## src/rtl/bram_rd_responder_if.sv

```systemverilog
// rtl/bram_rd_responder_if.sv - write port and read request/response handshake bundle
interface bram_rd_responder_if #(
    parameter int ABITS = 8,
    parameter int DBITS = 8
);
    logic [ABITS-1:0] WR_ADDR;
    logic [DBITS-1:0] WR_DATA;
    logic             WR_EN;
    logic [ABITS-1:0] RD_ADDR;
    logic             RD_REQ_VALID;
    logic             RD_REQ_READY;
    logic             RD_RSP_VALID;
    logic             RD_RSP_READY;
    logic [DBITS-1:0] RD_DATA;

    modport master (
        output WR_ADDR, WR_DATA, WR_EN, RD_ADDR, RD_REQ_VALID, RD_RSP_READY,
        input  RD_REQ_READY, RD_RSP_VALID, RD_DATA
    );

    modport slave (
        input  WR_ADDR, WR_DATA, WR_EN, RD_ADDR, RD_REQ_VALID, RD_RSP_READY,
        output RD_REQ_READY, RD_RSP_VALID, RD_DATA
    );
endinterface

```

## src/rtl/bram_rd_responder.sv

```systemverilog
// rtl/bram_rd_responder.sv - simple-dual-port RAM with in-order, credit-limited read responses
module bram_rd_responder #(
    parameter int ABITS  = 8,
    parameter int DBITS  = 8,
    parameter int TRANSP = 0,
    parameter int OUTREG = 0
) (
    input logic                clk,
    input logic                rst,
    bram_rd_responder_if.slave bus
);
    localparam int DEPTH = 1 << ABITS;
    localparam int QD    = 2 + OUTREG;
    localparam int PW    = $clog2(QD);
    localparam int CW    = $clog2(QD) + 1;

    logic [DBITS-1:0] mem [DEPTH];

    logic             accept;
    logic             pop;
    logic             push;
    logic             rdw_hit;
    logic [DBITS-1:0] rd_word;
    logic [DBITS-1:0] push_data;

    logic [CW-1:0]    cnt_q, cnt_d;
    logic [CW-1:0]    qcnt_q, qcnt_d;
    logic [PW-1:0]    wptr_q, wptr_d;
    logic [PW-1:0]    rptr_q, rptr_d;
    logic [DBITS-1:0] q_data_q [QD];

    function automatic logic [PW-1:0] ptr_inc(input logic [PW-1:0] p);
        return (p == PW'(QD - 1)) ? '0 : p + PW'(1);
    endfunction

    // Ready depends only on the registered credit count, never on this cycle's handshakes.
    assign bus.RD_REQ_READY = ~rst & (cnt_q < CW'(QD));
    assign bus.RD_RSP_VALID = (qcnt_q != '0);
    assign bus.RD_DATA      = bus.RD_RSP_VALID ? q_data_q[rptr_q] : '0;

    assign accept = bus.RD_REQ_VALID & bus.RD_REQ_READY;
    assign pop    = bus.RD_RSP_VALID & bus.RD_RSP_READY;

    assign rdw_hit = (TRANSP != 0) && bus.WR_EN && (bus.WR_ADDR == bus.RD_ADDR);
    assign rd_word = rdw_hit ? bus.WR_DATA : mem[bus.RD_ADDR];

    always_ff @(posedge clk) begin
        if (!rst && bus.WR_EN) begin
            mem[bus.WR_ADDR] <= bus.WR_DATA;
        end
    end

    generate
        if (OUTREG != 0) begin : g_outreg
            logic             s1_vld_q;
            logic [DBITS-1:0] s1_data_q;

            always_ff @(posedge clk or posedge rst) begin
                if (rst) begin
                    s1_vld_q  <= 1'b0;
                    s1_data_q <= '0;
                end else begin
                    s1_vld_q <= accept;
                    if (accept) begin
                        s1_data_q <= rd_word;
                    end
                end
            end

            assign push      = s1_vld_q;
            assign push_data = s1_data_q;
        end else begin : g_direct
            assign push      = accept;
            assign push_data = rd_word;
        end
    endgenerate

    always_comb begin
        cnt_d = cnt_q;
        case ({accept, pop})
            2'b10:   cnt_d = cnt_q + CW'(1);
            2'b01:   cnt_d = cnt_q - CW'(1);
            default: cnt_d = cnt_q;
        endcase
    end

    always_comb begin
        qcnt_d = qcnt_q;
        wptr_d = wptr_q;
        rptr_d = rptr_q;
        if (push) begin
            wptr_d = ptr_inc(wptr_q);
        end
        if (pop) begin
            rptr_d = ptr_inc(rptr_q);
        end
        case ({push, pop})
            2'b10:   qcnt_d = qcnt_q + CW'(1);
            2'b01:   qcnt_d = qcnt_q - CW'(1);
            default: qcnt_d = qcnt_q;
        endcase
    end

    always_ff @(posedge clk or posedge rst) begin
        if (rst) begin
            cnt_q  <= '0;
            qcnt_q <= '0;
            wptr_q <= '0;
            rptr_q <= '0;
        end else begin
            cnt_q  <= cnt_d;
            qcnt_q <= qcnt_d;
            wptr_q <= wptr_d;
            rptr_q <= rptr_d;
        end
    end

    // Credits bound in-flight plus queued reads to QD, so a push never lands on a full queue.
    always_ff @(posedge clk) begin
        if (push) begin
            q_data_q[wptr_q] <= push_data;
        end
    end
endmodule

```

## src/flat_wrapper.sv

```systemverilog
// flat-port wrapper written by rule: the top's interface ports become plain ports
module bram_rd_responder_flat 
#(
    parameter int ABITS  = 8,
    parameter int DBITS  = 8,
    parameter int TRANSP = 0,
    parameter int OUTREG = 0
)
  (clk, rst, bus_WR_ADDR, bus_WR_DATA, bus_WR_EN, bus_RD_ADDR, bus_RD_REQ_VALID, bus_RD_RSP_READY, bus_RD_REQ_READY, bus_RD_RSP_VALID, bus_RD_DATA);
  bram_rd_responder_if #(.ABITS(ABITS), .DBITS(DBITS)) bus_i ();
  input logic clk;
  input logic rst;
  input wire logic [$bits(bus_i.WR_ADDR)-1:0] bus_WR_ADDR;
  input wire logic [$bits(bus_i.WR_DATA)-1:0] bus_WR_DATA;
  input wire logic [$bits(bus_i.WR_EN)-1:0] bus_WR_EN;
  input wire logic [$bits(bus_i.RD_ADDR)-1:0] bus_RD_ADDR;
  input wire logic [$bits(bus_i.RD_REQ_VALID)-1:0] bus_RD_REQ_VALID;
  input wire logic [$bits(bus_i.RD_RSP_READY)-1:0] bus_RD_RSP_READY;
  output wire logic [$bits(bus_i.RD_REQ_READY)-1:0] bus_RD_REQ_READY;
  output wire logic [$bits(bus_i.RD_RSP_VALID)-1:0] bus_RD_RSP_VALID;
  output wire logic [$bits(bus_i.RD_DATA)-1:0] bus_RD_DATA;
  assign bus_i.WR_ADDR = bus_WR_ADDR;
  assign bus_i.WR_DATA = bus_WR_DATA;
  assign bus_i.WR_EN = bus_WR_EN;
  assign bus_i.RD_ADDR = bus_RD_ADDR;
  assign bus_i.RD_REQ_VALID = bus_RD_REQ_VALID;
  assign bus_i.RD_RSP_READY = bus_RD_RSP_READY;
  assign bus_RD_REQ_READY = bus_i.RD_REQ_READY;
  assign bus_RD_RSP_VALID = bus_i.RD_RSP_VALID;
  assign bus_RD_DATA = bus_i.RD_DATA;
  bram_rd_responder #(.ABITS(ABITS), .DBITS(DBITS), .TRANSP(TRANSP), .OUTREG(OUTREG)) u_core (.clk(clk), .rst(rst), .bus(bus_i));
endmodule
```

## config.mk

```make
export PLATFORM = sky130hd
export DESIGN_NAME = bram_rd_responder_flat
export DESIGN_NICKNAME = d
export VERILOG_FILES = /design/src/rtl/bram_rd_responder_if.sv /design/src/rtl/bram_rd_responder.sv /design/src/flat_wrapper.sv
export SDC_FILE = /design/constraint.sdc
export NUM_CORES = 2
export LEC_CHECK = 0
export CORE_MARGIN = 3
export CORE_UTILIZATION = 25
export DETAILED_ROUTE_END_ITERATION = 7
export MAX_ROUTING_LAYER = met4
export PLACE_DENSITY = 0.4
export SYNTH_ARGS = -nofsm -noshare
export SYNTH_HDL_FRONTEND = slang
export SYNTH_SLANG_ARGS = --single-unit
export TNS_END_PERCENT = 5
```

## constraint.sdc

```tcl
create_clock -name clk -period 1.9 [get_ports clk]
set_input_delay 0.57 -clock clk [delete_from_list [all_inputs] [get_ports clk]]
set_output_delay 0.57 -clock clk [all_outputs]
set_load 0.01 [all_outputs]
```

==> results.tsv <==
metric	value	unit
Clock Skew	0.07588	ns
RSZ-0062 raised after global routing	yes	
width of the die	574.0	um
Finished Layout Cells	9390	
crit start category	flop	
mean post-synth cell area	20.51	um^2
crit-path cells	buf_12 -> mux2i_4 -> nor2_1 -> buf_2	
FF-to-FF End	u_core.q_data_q[1][4]	
area leader, netlist	edfxtp_1	
HP Class	input pin to flop	
First-pass DRT Iterations	5	
Design Power	0.1003	W
I/O pin count	39	
total negative slack	-14.00	ns
antenna violations before repair	12	
max-cap viol count	0	
clock slew at reported path FFs	0.06	ns
failing checks	setup timing	
CP endpoint	bus_RD_DATA[6]	
ys async rst share	0.2899	%
Final HPWL DP	166700	um
Port Buf Inserts	38	
reg2reg setup slack	-0.55	ns
Final Slew Violations	0	
Post-synth EDFFs	2064	
dpl cells	8963	
CP Class	flop to output port	
P_leak	33.29	nW
die area	329500	um^2
first-pass GRT wire length	349800	um
Yosys cell types	70	
Fmax	381.2	MHz
Avg WL per Cell	26.32	um
cts bufs inserted	234	
DR vias	42540	
Worst Path Buf+Inv	2	
worst setup margin	-0.7235	ns
Max transition margin	52.88	%
Via density	4.531	
top cells by area, synth	edfxtp_1 77%, mux4_2 11%, mux2i_1 2.8%	
H-Tree Depth	4	
worst skew pair latency	0.89	ns
Initial Util	25.24	%
max incr delay on CP	0.41	ns
pwr dens	982.2	nW/um^2
Longest Clk Path Bufs	4	
core area	319600	um^2
CTS root buf	clkbuf_16	
Initial DRC Count	3415	
Slew @ Worst Pin	0.7069	ns
slowest CP cell	dfrtp_2	
post-synth net total	3962	
Crit. Startpoint	u_core.rptr_q	
CP Max Fanout	5	
Seq cells post-synth	2070	
CTS tree	yes	
Die Span Y	574.0	um
main flop type after synthesis	edfxtp_1	
post-synthesis cell count	3932	
GRT overflow	0	
YS warnings	0	
worst r2r src	u_core.mem[170][4]	
layout cells sized above 1	36.13	%
Row Count	207	
Worst EP required	1.33	ns
largest net degree at the start of global routing	81	
DRC	0	
count leader, synth	edfxtp_1	
register area share after synthesis	77.03	%
endpoints failing hold	0	
Worst path depth	4	
Post-Syn Area	80660	um^2
vias in the first global route	44480	
DRT antenna net count	0	
CP delay by family, top	flip-flops	
Arrival @ worst endpoint	2.05	ns
R2R depth	8	
CP Capture Type	output port	
Yosys top cell area share	76.84	%
minimum clock period	2.623	ns
area grow syn2layout	26.55	%
final count of negative-setup-slack endpoints	78	
Final period util	138.1	%
maximum vdd drop	0.6961	mV
Total GRT Usage	15.17	%
Hold Worst Slack	0.08887	ns
fin nets	4945	
top post-synthesis cells by count	2,064 x edfxtp_1, 390 x mux4_2, 297 x nor2_1	
Total Routed Length	247200	um
status	finished with violations	
fin util	31.94	%
Placer Congestion	0.8024	
CTS sink count	2070	
-- through the flow --
stage | area [um^2] | worst slack [ns]
floorplan | 80880 | -0.5898
global placement | 94400 | -2.388
detailed placement | 94400 | -2.431
CTS | 101900 | -0.8476
global route | 102100 | -0.7962
finish | 102100 | -0.7235
-- layout make-up --
type	instances	area [um^2]
fill	30940	217500
sequential	2070	62130
multi-input combinational	1610	17670
timing repair buffer	993	9799
clock buffer	288	6058
tap	4284	5360
clock inverter	134	1020
inverter	6	22.52
antenna	5	12.51
-- placed cells by master, fill, tap and decap left out, types with 61 or more instances in the layout --
master / n
edfxtp_1: 2064
buf_4: 772
mux4_2: 390
nor2_1: 276
clkbuf_16: 234
mux2i_1: 222
buf_12: 167
a22oi_1: 100
a21oi_1: 86
clkinv_1: 61
-- repair_timing --
item	4_1_cts	5_1_grt
hold buffers	0	0
endpoints found under the setup margin	28	129
gates resized for setup	128	42
pin swaps	11	4
gates cloned	1	0
buffers inserted	2	0
-- registers in the layout, summed over array words and instances, names as in the netlist --
| register | flops |
|---|---|
| u_core.mem | 2048 |
| u_core.qcnt_q | 2 |
| u_core.cnt_q | 2 |
| u_core.rptr_q | 1 |
| u_core.q_data_q | 16 |
| u_core.wptr_q | 1 |
-- how the worst min path moves through the flow --
| stage | cells after the start | to | start | slack [ns] |
|---|---|---|---|---|
| 5_1_grt | 1 | u_core.mem[163][0] | bus_WR_DATA[0] | 0.04 |
| 2_1_floorplan | 1 | u_core.cnt_q[0] | rst | 0.36 |
| 3_5_place_dp | 1 | u_core.qcnt_q[1] | u_core.qcnt_q[1] | 0.47 |
| 6_report | 1 | u_core.mem[163][0] | bus_WR_DATA[0] | 0.09 |
| 4_1_cts | 1 | u_core.mem[163][0] | bus_WR_DATA[0] | 0.01 |
| 3_3_place_gp | 1 | u_core.qcnt_q[1] | u_core.qcnt_q[1] | 0.46 |
-- cell families after synthesis --
group	synth area share, %
simple gates	2.797
buf+inv	1.930
compound gates	4.244
xor+xnor	0.08687
flops	77.03
fa+ha+maj	0.01551
mux	13.90
-- where the power goes --
group,switching (W),internal (W),leakage [nW]
logic,0.00420,0.00313,11.2
registers,0.0000849,0.0504,18.6
clock network,0.0183,0.0241,3.44
-- layer usage --
| layer | vias up | global-route usage [%] | wire length, um |
|---|---|---|---|
| met2 | 910 | 24.41 | 119400 |
| met4 | 0 | 3.080 | 4987 |
| met5 | - | - | 0 |
| met1 | 22850 | 20.70 | 112900 |
| met3 | 324 | 1.847 | 9936 |
| li1 | 18460 | - | - |
(Power assumes the default switching activity.)
